$ cat src/rtl/teclado_event_ctrl.sv
// Front-panel button controller: sync + debounce 7 buttons, queue press codes, PicoBlaze interrupt/readback.
// Optional auto-repeat on aumenta/disminuye is compiled in with TECLADO_AUTOREPEAT_EN.
module teclado_event_ctrl #(
    parameter int           DEBOUNCE_CYCLES = 500000,
    parameter int           FIFO_DEPTH      = 4,
    parameter logic [7:0]   PORT_EVENT      = 8'h03,
    parameter logic [7:0]   PORT_STATUS     = 8'h07,
    parameter int           REPEAT_DELAY    = 25000000,
    parameter int           REPEAT_PERIOD   = 10000000
) (
    input  logic        clk,
    input  logic        reset,
    input  logic [6:0]  btn,
    input  logic [7:0]  port_id,
    input  logic        read_strobe,
    output logic [7:0]  in_port,
    output logic        interrupt,
    input  logic        interrupt_ack
);
    localparam int DW = $clog2(DEBOUNCE_CYCLES + 1);
    localparam int AW = $clog2(FIFO_DEPTH);
    localparam int CW = AW + 1;
    localparam logic [DW-1:0] LP_DB_LAST = DW'(DEBOUNCE_CYCLES - 1);

    typedef enum logic [1:0] {S_IDLE, S_REQ, S_SERVICE} state_t;

    logic [6:0]    r_sync1, r_sync2, r_stable, r_stable_d, r_pending;
    logic [DW-1:0] r_db_cnt [7];
    logic [7:0]    r_mem [FIFO_DEPTH];
    logic [AW-1:0] r_wr_ptr, r_rd_ptr;
    logic [CW-1:0] r_count;
    logic [7:0]    r_in_port;
    state_t        r_state, w_state_nxt;

    logic [6:0] w_rise, w_rep_set, w_push_oh;
    logic [2:0] w_push_idx;
    logic [3:0] w_cnt_ext;
    logic       w_full, w_empty, w_push, w_pop, w_ev_rd, w_interrupt;

    always_ff @(posedge clk) begin
        if (reset) begin
            r_sync1    <= '0;
            r_sync2    <= '0;
            r_stable   <= '0;
            r_stable_d <= '0;
            for (int i = 0; i < 7; i++) r_db_cnt[i] <= '0;
        end else begin
            r_sync1    <= btn;
            r_sync2    <= r_sync1;
            r_stable_d <= r_stable;
            for (int i = 0; i < 7; i++) begin
                if (r_sync2[i] == r_stable[i]) begin
                    r_db_cnt[i] <= '0;
                end else if (r_db_cnt[i] == LP_DB_LAST) begin
                    r_stable[i] <= r_sync2[i];
                    r_db_cnt[i] <= '0;
                end else begin
                    r_db_cnt[i] <= r_db_cnt[i] + 1'b1;
                end
            end
        end
    end

    assign w_rise = r_stable & ~r_stable_d;

`ifdef TECLADO_AUTOREPEAT_EN
    logic [31:0] r_rep_cnt [2];
    logic [1:0]  r_rep_armed;

    always_comb begin
        w_rep_set = '0;
        for (int i = 0; i < 2; i++)
            w_rep_set[i] = r_stable[i] && (r_rep_armed[i] ? (r_rep_cnt[i] == 32'(REPEAT_PERIOD - 1))
                                                          : (r_rep_cnt[i] == 32'(REPEAT_DELAY - 1)));
    end

    always_ff @(posedge clk) begin
        for (int i = 0; i < 2; i++) begin
            if (reset || !r_stable[i]) begin
                r_rep_cnt[i]   <= '0;
                r_rep_armed[i] <= 1'b0;
            end else if (w_rep_set[i]) begin
                r_rep_cnt[i]   <= '0;
                r_rep_armed[i] <= 1'b1;
            end else begin
                r_rep_cnt[i]   <= r_rep_cnt[i] + 1'b1;
            end
        end
    end
`else
    assign w_rep_set = '0;
`endif

    // Lowest pending index wins; a held bit just waits while the queue is full.
    always_comb begin
        w_push_idx = '0;
        for (int i = 6; i >= 0; i--)
            if (r_pending[i]) w_push_idx = 3'(i);
    end

    assign w_full    = (r_count == CW'(FIFO_DEPTH));
    assign w_empty   = (r_count == '0);
    assign w_push    = (|r_pending) && !w_full;
    assign w_push_oh = w_push ? (7'b1 << w_push_idx) : 7'b0;
    assign w_ev_rd   = read_strobe && (port_id == PORT_EVENT);
    assign w_pop     = w_ev_rd && !w_empty;
    assign w_cnt_ext = 4'(r_count);

    always_ff @(posedge clk) begin
        if (w_push && !reset) r_mem[r_wr_ptr] <= 8'h04 + {5'b0, w_push_idx};
    end

    always_ff @(posedge clk) begin
        if (reset) begin
            r_pending <= '0;
            r_wr_ptr  <= '0;
            r_rd_ptr  <= '0;
            r_count   <= '0;
            r_in_port <= '0;
        end else begin
            r_pending <= (r_pending & ~w_push_oh) | w_rise | w_rep_set;
            if (w_push) r_wr_ptr <= r_wr_ptr + 1'b1;
            if (w_pop)  r_rd_ptr <= r_rd_ptr + 1'b1;
            case ({w_push, w_pop})
                2'b10:   r_count <= r_count + 1'b1;
                2'b01:   r_count <= r_count - 1'b1;
                default: r_count <= r_count;
            endcase
            if (port_id == PORT_EVENT)
                r_in_port <= w_empty ? 8'h00 : r_mem[r_rd_ptr];
            else if (port_id == PORT_STATUS)
                r_in_port <= {w_full, 4'b0000, w_cnt_ext[2:0]};
            else
                r_in_port <= 8'h00;
        end
    end

    always_ff @(posedge clk) begin
        if (reset) r_state <= S_IDLE;
        else       r_state <= w_state_nxt;
    end

    always_comb begin
        w_state_nxt = r_state;
        case (r_state)
            S_IDLE:    if (!w_empty)     w_state_nxt = S_REQ;
            S_REQ:     if (interrupt_ack) w_state_nxt = S_SERVICE;
            S_SERVICE: if (w_ev_rd)      w_state_nxt = S_IDLE;
            default:                     w_state_nxt = S_IDLE;
        endcase
    end

    always_comb begin
        w_interrupt = (r_state == S_REQ);
    end

    assign interrupt = w_interrupt;
    assign in_port   = r_in_port;
endmodule

$ cat config.mk
export PLATFORM = sky130hd
export DESIGN_NAME = teclado_event_ctrl
export DESIGN_NICKNAME = d
export VERILOG_FILES = /design/src/rtl/teclado_event_ctrl.sv
export SDC_FILE = /design/constraint.sdc
export NUM_CORES = 1
export LEC_CHECK = 0
export ABC_AREA = 1
export CORE_MARGIN = 4
export CORE_UTILIZATION = 40
export CTS_BUF_LIST = sky130_fd_sc_hd__clkbuf_4 sky130_fd_sc_hd__clkbuf_8 sky130_fd_sc_hd__clkbuf_16
export CTS_CLUSTER_DIAMETER = 200
export DETAILED_ROUTE_END_ITERATION = 8
export HOLD_SLACK_MARGIN = 0.1
export PLACE_DENSITY_LB_ADDON = 0.12
export SYNTH_ARGS = -nofsm -noshare
export SYNTH_HDL_FRONTEND = slang
export SYNTH_SLANG_ARGS = --single-unit
$ cat constraint.sdc
create_clock -name clk -period 2.5 [get_ports clk]
set_clock_uncertainty 0.05 [all_clocks]
set_input_delay 0.375 -clock clk [delete_from_list [all_inputs] [get_ports clk]]
set_output_delay 0.375 -clock clk [all_outputs]
set_load 0.03 [all_outputs]
==> out/results.ini, run 1 <==
[run_status]
outcome=complete, no violations

[critical_path]
cp-start-kind=register
r2r_slack_ns=0.29
crit_family=compound AO/OA/AOI/OAI gates
r2r_cells=12
path_max_fanout=5
worstPathRequired_ns=2.77
crit_chain=nor2_4 > nand2_2 > o21ai_1 > nand2_1 > inv_1 > ha_1 > inv_1 > fa_1 > a21oi_1 > o21ai_0 > o21ai_0 > a21oi_1
cp.buffers_inverters=2
cpPeakStageDelay_ns=0.38
r2r-start=r_count[1]
critPathKind=register to register
crit_slowest_cell=dfxtp_1
r2r_end=r_count[2]
end_kind=register
worst_ep_arrival_time_ns=2.47

[clock_tree]
cts_buffers=17
cts_tree=done
ctsLongestPathBuffers=2
path_clk_slew_ns=0.09
ctsHoldBuffers=0
insertion_delay_ns=0.44
cts_sinks=200
cts.htree.levels=4
cts_root_buf=clkbuf_16

[die]
std_cell_rows=60
initial_core_util=0.407
die_height_um=174
core-area_mm2=0.0270
die_w_um=174
io_pins=28
die-area_mm2=0.0301

[placed_design]
port_buffers=24
dp.cells=1868
dp_hpwl_mm=15.7
place_congestion=0.847
place_ws_ns=-0.0936
placed_area_mm2=0.0120

[route]
viasPerCell=4.49
routed-via-count=8533
drtAntennaViolNets=0
drtIter0Drc=479
drc=0
wirelength_mm=21.1
firstDrtPassIters=5
wl_per_cell_um=11.1

[logic_synthesis]
yosys_warnings=0
ys_ff_latch=200
avgSynthCellArea_um2=7.95
netlist_instances=1379
synth_cell_type_count=36
yosysSeqAreaShare=0.501
netlist_area_mm2=0.0110

[global_routing]
grt_pass1_wl_mm=37.0
gr-total-overflow=0
antenna_found_initial=0
grt_pass1_vias=8124
grt_max_degree=34
grt_use_total=0.145

[min_path]
holdPathEnd=r_stable[6]
hp-class=primary input to register
whs_path_depth=4
min_from=reset

[power_and_ir_drop]
comb_power_share=0.046
ir_drop_mv=0.449
p_leak_nw=4.90
p_clk_frac=0.396
swShare=0.244
power.internal_w=0.00510
sequentialPowerShare=0.559
total_power_w=0.00674
p_sw_w=0.00165
cellPowerDensity_mw_per_mm2=535

[cells_and_area]
drive_gt1_frac=0.0603
final_common_cell=nand2_1
utilization=0.468
fin_nets=1579
layoutNonFillerInstCount=1901
syn2layout_area_growth_pct=15.0
layout_common_cells=324 x nand2_1, 303 x nor2_1, 171 x inv_1, 149 x edfxtp_1, 136 x conb_1
fill_cells=2694
antennaDiodeCount=0
fin_area_mm2=0.0126

[sta]
slew_headroom=0.612
timing.final.ws_setup_ns=0.295
tightest_slew_ns=0.578
rsz0062_at_grt=false
period_share=0.882
drv_slew=0
fmax_mhz=453
period_minus_slack_ns=2.21
finalHoldViolations=0
finalSetupViolations=0

[flow_run]
maxCapViolations=0

-- stage by stage --
| step | TNS [ns] | hold slack (ns) |
|---|---|---|
| after detailed placement | -0.0936 | 0.342 |
| after global placement | -0.00338 | 0.342 |
| after CTS | 0 | 0.319 |
| after global routing | 0 | 0.352 |
| final | 0 | 0.336 |
| after floorplan | 0 | 0.338 |
-- per-layer routing --
metal | track usage | routed length (um) | vias up
met3 | 0.0262 | 524 | 17
met5 | 0 | 0 | -
li1 | - | - | 4616
met4 | 0.0403 | 264 | 0
met2 | 0.243 | 9690 | 83
met1 | 0.195 | 10600 | 3817
-- power by group through the flow --
| stage | Sequential, W | Combinational, W | Clock [W] |
|---|---|---|---|
| floorplan | 0.00381 | 0.000244 | 0 |
| global placement | 0.00384 | 0.000303 | 0 |
| detailed placement | 0.00384 | 0.000304 | 0 |
| CTS | 0.00377 | 0.000306 | 0.00275 |
| global route | 0.00378 | 0.000365 | 0.00288 |
| finish | 0.00377 | 0.000309 | 0.00267 |
-- worst max path at each step --
stage / startpoint / end / slack [ns] / cells after the start
after floorplan: port_id[7] / r_count[2] / 0.42 / 12
after global placement: port_id[7] / r_count[2] / -0.003 / 13
after detailed placement: port_id[7] / r_count[2] / -0.09 / 13
after CTS: r_count[1] / r_count[2] / 0.12 / 12
after global routing: r_count[1] / r_count[2] / 0.03 / 12
final: r_count[1] / r_count[2] / 0.29 / 12
-- registers in the layout (all words and copies together) (netlist names), named ones only --
register / cells
r_sync2: 7
r_db_cnt: 133
r_stable_d: 7
r_mem: 16
r_wr_ptr: 2
r_sync1: 7
r_rd_ptr: 2
r_count: 3
r_state: 2
r_stable: 7
in_port: 5
r_pending: 7
-- worst register-to-register path, delay by kind of cell, from the launching register on --
| family | cells | cell delay, ns |
|---|---|---|
| compound gates | 5 | 0.59 |
| fa+ha+maj | 2 | 0.54 |
| flops | 1 | 0.38 |
| buf+inv | 2 | 0.18 |
| simple gates | 3 | 0.35 |
-- cells by family after synthesis --
logic type	synth area share
buf+inv	0.0721
simple gates	0.315
xor+xnor	0.0415
flops	0.501
fa+ha+maj	0.0155
other cells	0.000685
compound gates	0.0542
-- repair_timing --
action                     4_1_cts  5_1_grt
setup endpoints to repair        0        1
resized for setup                0        4
setup buffers                    0        1
-- synth_stat cells --
| master | count | area, um^2 |
|---|---|---|
| nand3_2 | 4 | 40.0 |
| edfxtp_1 | 149 | 4470 |
| nor2_4 | 7 | 78.8 |
| xnor2_1 | 20 | 175 |
| nand4_1 | 24 | 150 |
| nand2_2 | 8 | 50.1 |
| conb_1 | 2 | 7.51 |
| buf_12 | 1 | 20.0 |
| or2_0 | 8 | 50.1 |
| nand2_4 | 3 | 33.8 |
| a21oi_1 | 63 | 315 |
| nand3_1 | 79 | 395 |
| nor2_2 | 16 | 100 |
| buf_4 | 5 | 37.5 |
| o21ai_2 | 2 | 17.5 |
| o21ai_0 | 38 | 190 |
| dfxtp_1 | 51 | 1020 |
| and2_1 | 4 | 25.0 |
| nand2_1 | 325 | 1220 |
| nor2_1 | 304 | 1140 |
| o21bai_1 | 4 | 30.0 |
| xor2_1 | 32 | 280 |
| inv_2 | 1 | 3.75 |
| ha_1 | 12 | 150 |
| buf_2 | 1 | 5.00 |
| a21oi_2 | 3 | 26.3 |
| buf_6 | 6 | 67.6 |
| clkbuf_1 | 4 | 15.0 |
| nand3b_1 | 5 | 37.5 |
| nor4_1 | 1 | 6.26 |
| nor3_1 | 16 | 80.1 |
| inv_1 | 171 | 642 |
| o32ai_1 | 1 | 8.76 |
| or2_2 | 7 | 43.8 |
| o22ai_1 | 1 | 6.26 |
| fa_1 | 1 | 20.0 |
-- final cells by class --
type | instances | area [um^2] | area share
sequential | 200 | 5500 | 0.436
multi-input combinational | 1124 | 5190 | 0.412
inverter | 172 | 646 | 0.0512
clock buffer | 19 | 440 | 0.0349
tap | 341 | 427 | 0.0338
timing repair buffer | 32 | 295 | 0.0234
clock inverter | 13 | 113 | 0.00893
(Power assumes the default switching activity.)
==> run 2: changes to the inputs <==
--- a/config.mk
+++ b/config.mk
@@ -6,13 +6,13 @@
 export NUM_CORES = 1
 export LEC_CHECK = 0
 export ABC_AREA = 1
-export CORE_MARGIN = 4
 export CORE_UTILIZATION = 40
 export CTS_BUF_LIST = sky130_fd_sc_hd__clkbuf_4 sky130_fd_sc_hd__clkbuf_8 sky130_fd_sc_hd__clkbuf_16
 export CTS_CLUSTER_DIAMETER = 200
 export DETAILED_ROUTE_END_ITERATION = 8
 export HOLD_SLACK_MARGIN = 0.1
 export PLACE_DENSITY_LB_ADDON = 0.12
+export SKIP_CTS_REPAIR_TIMING = 1
 export SYNTH_ARGS = -nofsm -noshare
 export SYNTH_HDL_FRONTEND = slang
 export SYNTH_SLANG_ARGS = --single-unit
==> out/results.ini, run 2 (synthesis results as in run 1) <==
[run_status]
outcome=complete, no violations

[global_routing]
grt_pass1_wl_mm=36.5  ; -1.4%
gr-total-overflow=0  ; unchanged
grt_max_degree=34  ; unchanged
grt_pass1_vias=8219  ; +1.2%
antenna_found_initial=0  ; unchanged
grt_use_total=0.157  ; +0.0118

[critical_path]
worstPathRequired_ns=2.77  ; about the same
r2r_cells=12  ; unchanged
path_max_fanout=5  ; unchanged
crit_slowest_cell=fa_1
startpoint=r_count[1]
end_kind=register
critPathKind=register to register
timing.critical_path.mode_cell=o21ai_0
crit_family=compound AO/OA/AOI/OAI gates
crit_chain=nor2_2 > nand2_1 > o21ai_0 > nand2_1 > inv_1 > ha_1 > inv_1 > fa_1 > a21oi_1 > o21ai_0 > o21ai_0 > a21oi_1
cp-start-kind=register
cp.depth=12  ; unchanged
worst_ep_arrival_time_ns=2.52  ; +0.05 ns
cp.buffers_inverters=2  ; unchanged
r2r-start=r_count[1]
cpPeakStageDelay_ns=0.37  ; about the same

[sta]
drv_slew=0  ; unchanged
period_minus_slack_ns=2.25  ; +0.0412 ns
slew_headroom=0.631  ; +0.0194
tightest_slew_ns=0.549  ; -0.0288 ns
rsz0062_at_grt=false
setup_tns_ns=0  ; unchanged
finalHoldViolations=0  ; unchanged
finalSetupViolations=0  ; unchanged
holdWs_ns=0.317  ; -0.0187 ns
fmax_mhz=445  ; -1.8%
period_share=0.899  ; +0.0165

[die]
die_w_um=168  ; -3.5%
die_height_um=168  ; -3.5%
io_pins=28  ; unchanged
std_cell_rows=60  ; unchanged
die-area_mm2=0.0281  ; -6.8%
core-area_mm2=0.0270  ; unchanged
initial_core_util=0.407  ; unchanged

[clock_tree]
cts_buffers=17  ; unchanged
path_clk_slew_ns=0.07  ; -0.02 ns
ctsLongestPathBuffers=2  ; unchanged
cts_sinks=200  ; unchanged
insertion_delay_ns=0.43  ; about the same
cts.htree.levels=4  ; unchanged
cts_root_buf=clkbuf_16
cts_tree=done

[cells_and_area]
layout_common_cells=325 x nand2_1, 303 x nor2_1, 171 x inv_1, 149 x edfxtp_1, 136 x conb_1
final_common_cell=nand2_1
largest_register_ffs=133  ; unchanged
syn2layout_area_growth_pct=14.9
final-seq-area_mm2=0.00550  ; unchanged
fill_cells=2715  ; +0.78%
antennaDiodeCount=0  ; unchanged
top_register=r_db_cnt
drive_gt1_frac=0.0578  ; -0.00245
layoutNonFillerInstCount=1898  ; -0.16%
fin_area_mm2=0.0126  ; -0.11%
multiInputGateArea_mm2=0.00518  ; -0.14%
fin_nets=1576  ; -0.19%
top_regs=r_db_cnt (133), r_mem (16)

[power_and_ir_drop]
p_clk_frac=0.397  ; about the same
sequentialPowerShare=0.557  ; -0.002
comb_power_share=0.045  ; about the same
cellPowerDensity_mw_per_mm2=537  ; +0.37%
p_leak_nw=4.90  ; about the same
total_power_w=0.00676  ; +0.26%
swShare=0.231  ; -0.0129
ir_drop_mv=0.374  ; -17%
power.internal_w=0.00520  ; +2.0%
p_sw_w=0.00156  ; -5.0%

[placed_design]
dp_hpwl_mm=15.6  ; -0.93%
port_buffers=24  ; unchanged
place_congestion=0.859  ; +1.5%
placed_area_mm2=0.0120  ; -0.12%
dp.cells=1866  ; -0.11%

[min_path]
hp-class=primary input to register
whs_path_depth=4  ; unchanged
min_from=reset

[route]
viasPerCell=4.50  ; +0.22%
drc=0  ; unchanged
drtAntennaViolNets=0  ; unchanged
routed-via-count=8538  ; +0.059%
wirelength_mm=20.8  ; -1.2%
wl_per_cell_um=11.0  ; -1.0%
drtIter0Drc=475  ; -0.84%
firstDrtPassIters=4  ; -1

[flow_run]
maxCapViolations=0  ; unchanged

==> run 2: cell types whose count changed in the layout (fill, tap and decap cells not counted), sizes merged <==
| cell | delta |
|---|---|
| buf | -3 |
| bufinv | +1 |
| clkinvlp | -3 |
| inv | -3 |
| clkinv | +4 |
| clkbuf | +1 |
==> run 2: worst min-delay path: cells and delay by family <==
kind	cells	cell delay [ns]
buf+inv	2	0.24
simple gates	2	0.14
==> run 2: power groups by stage <==
stage	Combinational (W)	Sequential [W]	Clock (W)
after floorplan	0.000244	0.00381	0
after global placement	0.000302	0.00384	0
after detailed placement	0.000303	0.00384	0
after CTS	0.000306	0.00377	0.00278
after global routing	0.000361	0.00378	0.00287
final	0.000307	0.00377	0.00269
==> run 2: area by class of cell <==
type | instances | share of cell area
inverters | 172 | 0.0513
multi-input cells | 1124 | 0.412
repair buffers | 29 | 0.0217
flip-flops and latches | 200 | 0.436
clock buffers | 20 | 0.0356
well taps | 341 | 0.0339
clock inverters | 12 | 0.00964
==> run 2: through the flow <==
step | utilization | worst slack (ns)
2_1_floorplan | - | 0.424
3_3_place_gp | 0.446 | -0.0326
3_5_place_dp | 0.446 | -0.0884
4_1_cts | 0.467 | 0.200
5_1_grt | 0.467 | 0.0460
6_report | 0.467 | 0.253
==> run 2: path summary, 6_finish.rpt <==
check | to | slack (ns)
hold reg to reg | r_sync2[0] | 0.35
setup / recovery | r_count[2] | 0.25
hold / removal | r_stable[3] | 0.32
setup reg to reg | r_count[2] | 0.25
==> run 2: routing by layer <==
| layer | vias up | track usage | wire (um) |
|---|---|---|---|
| li1 | 4611 | - | - |
| met1 | 3834 | 0.205 | 10400 |
| met2 | 84 | 0.265 | 9760 |
| met3 | 9 | 0.0253 | 487 |
| met4 | 0 | 0.0507 | 171 |
| met5 | - | 0 | 0 |
==> run 3: changes to the inputs <==
--- a/config.mk
+++ b/config.mk
@@ -7,7 +7,7 @@
 export LEC_CHECK = 0
 export ABC_AREA = 1
 export CORE_UTILIZATION = 40
-export CTS_BUF_LIST = sky130_fd_sc_hd__clkbuf_4 sky130_fd_sc_hd__clkbuf_8 sky130_fd_sc_hd__clkbuf_16
+export CTS_BUF_LIST = sky130_fd_sc_hd__clkbuf_2 sky130_fd_sc_hd__clkbuf_4 sky130_fd_sc_hd__clkbuf_8
 export CTS_CLUSTER_DIAMETER = 200
 export DETAILED_ROUTE_END_ITERATION = 8
 export HOLD_SLACK_MARGIN = 0.1
==> out/results.ini, run 3 (synthesis results as in run 1) <==
[critical_path]
worst_ep_arrival_time_ns=2.57  ; +0.05 ns
critPathKind=register to register
r2r_end=r_count[2]
r2r_slack_ns=0.25  ; about the same
worstPathRequired_ns=2.82  ; +0.05 ns
crit_slowest_cell=dfxtp_1
r2r_cells=12  ; unchanged
path_max_fanout=5  ; unchanged
end_kind=register
cp-start-kind=register
cpPeakStageDelay_ns=0.37  ; about the same
r2r-start=r_count[1]
crit_chain=nor2_2 > nand2_1 > o21ai_0 > nand2_1 > inv_1 > ha_1 > inv_1 > fa_1 > a21oi_1 > o21ai_0 > o21ai_0 > a21oi_1
timing.critical_path.mode_cell=o21ai_0

[route]
drtAntennaViolNets=0  ; unchanged
routed-via-count=8542  ; +0.047%
firstDrtPassIters=4  ; unchanged
drtIter0Drc=490  ; +3.2%
drc=0  ; unchanged
wirelength_mm=20.8  ; -0.28%
viasPerCell=4.50  ; about the same
wl_per_cell_um=10.9  ; -0.28%

[global_routing]
grt_use_total=0.156  ; -0.000874
antenna_found_initial=0  ; unchanged
grt_max_degree=34  ; unchanged
grt_pass1_vias=8185  ; -0.41%
grt_pass1_wl_mm=36.4  ; -0.32%
gr-total-overflow=0  ; unchanged

[run_status]
outcome=complete, no violations

[placed_design]
dp_hpwl_mm=15.6  ; unchanged
place_ws_ns=-0.0884  ; unchanged
port_buffers=24  ; unchanged
place_congestion=0.859  ; unchanged

[die]
die_height_um=168  ; unchanged
initial_core_util=0.407  ; unchanged
core-area_mm2=0.0270  ; unchanged
die-area_mm2=0.0281  ; unchanged
std_cell_rows=60  ; unchanged
io_pins=28  ; unchanged
die_w_um=168  ; unchanged

[cells_and_area]
syn2layout_area_growth_pct=13.1
fin_nets=1576  ; unchanged
largest_register_ffs=133  ; unchanged
layout_common_cells=325 x nand2_1, 303 x nor2_1, 171 x inv_1, 149 x edfxtp_1, 136 x conb_1
fill_cells=2741  ; +0.96%
final_common_cell=nand2_1
drive_gt1_frac=0.0578  ; unchanged
top_register=r_db_cnt
antennaDiodeCount=0  ; unchanged
top_regs=r_db_cnt (133), r_mem (16)

[sta]
period_minus_slack_ns=2.25  ; +0.00289 ns
tightest_slew_ns=0.537  ; -0.0117 ns
finalHoldViolations=0  ; unchanged
setup_tns_ns=0  ; unchanged
slew_headroom=0.639  ; +0.00786
period_share=0.900  ; +0.00116
drv_slew=0  ; unchanged
finalSetupViolations=0  ; unchanged
timing.final.ws_setup_ns=0.250  ; -0.00289 ns
rsz0062_at_grt=false
fmax_mhz=445  ; -0.13%

[min_path]
min_from=reset
holdPathEnd=r_stable[3]
whs_path_depth=4  ; unchanged
hp-class=primary input to register

[clock_tree]
cts_tree=done
insertion_delay_ns=0.47  ; +0.04 ns
path_clk_slew_ns=0.10  ; +0.03 ns
cts_root_buf=clkbuf_8
ctsLongestPathBuffers=2  ; unchanged
cts.htree.levels=4  ; unchanged
cts_buffers=17  ; unchanged
cts_sinks=200  ; unchanged

[power_and_ir_drop]
ir_drop_mv=0.258  ; -31%
p_leak_nw=4.82  ; -1.8%
cellPowerDensity_mw_per_mm2=491  ; -8.5%

[flow_run]
maxCapViolations=0  ; unchanged

## run 3: changes by cell type in the layout (fill, tap and decap cells not counted)
cell       delta
clkbuf_16    -17
clkbuf_8     +17
## run 3: per-layer routing
layer	share of wire	track usage	vias to the layer above	wire, um
met2	0.46	0.264	91	9610
met3	0.027	0.0295	17	562
met1	0.50	0.205	3827	10400
met4	0.010	0.0411	0	212
met5	0	0	-	0
li1	-	-	4607	-
## run 3: per-stage QoR
step	area [um^2]	hold slack, ns	std cells	power [W]	utilization
after global placement	12000	0.339	1866	0.00414	0.446
after CTS	12400	0.256	1898	0.00618	0.460
after global routing	12400	0.288	1898	0.00635	0.460
final	12400	0.281	1898	0.00609	0.460
after floorplan	11500	0.338	1513	0.00405	-
after detailed placement	12000	0.342	1866	0.00415	0.446
## run 3: worst max-delay path by stage
stage / endpoint / slack (ns) / start / cells past startpoint
floorplan: r_count[2] / 0.42 / port_id[7] / 12
global placement: r_count[2] / -0.03 / port_id[7] / 13
detailed placement: r_count[2] / -0.09 / port_id[7] / 13
CTS: r_count[2] / 0.20 / r_count[1] / 12
global route: r_count[2] / 0.04 / r_count[1] / 12
finish: r_count[2] / 0.25 / r_count[1] / 12
## run 3: worst max-delay path, delay by kind of cell, from the launching register on
kind | cells | cell delay [ns]
DFF | 1 | 0.37
and+or+nand+nor | 3 | 0.42
adders and majority gates | 2 | 0.53
buffers and inverters | 2 | 0.19
AOI/OAI and AO/OA | 5 | 0.60
## run 3: area by class of cell
| type | count | area (um^2) | share of cell area |
|---|---|---|---|
| Clock buffer | 20 | 256 | 0.0207 |
| Clock inverter | 12 | 121 | 0.00979 |
| Inverter | 172 | 646 | 0.0521 |
| Multi-Input combinational cell | 1124 | 5180 | 0.418 |
| Sequential cell | 200 | 5500 | 0.443 |
| Tap cell | 341 | 427 | 0.0344 |
| Timing Repair Buffer | 29 | 273 | 0.0220 |
## run 3: report_power, final
| group | leakage [nW] | total (W) | switching, W | internal, W |
|---|---|---|---|---|
| Combinational | 2.70 | 0.000307 | 0.000197 | 0.000110 |
| Clock | 0.191 | 0.00202 | 0.00118 | 0.000841 |
| Sequential | 1.92 | 0.00377 | 0.000108 | 0.00366 |
| Total | 4.82 | 0.00609 | 0.00148 | 0.00461 |
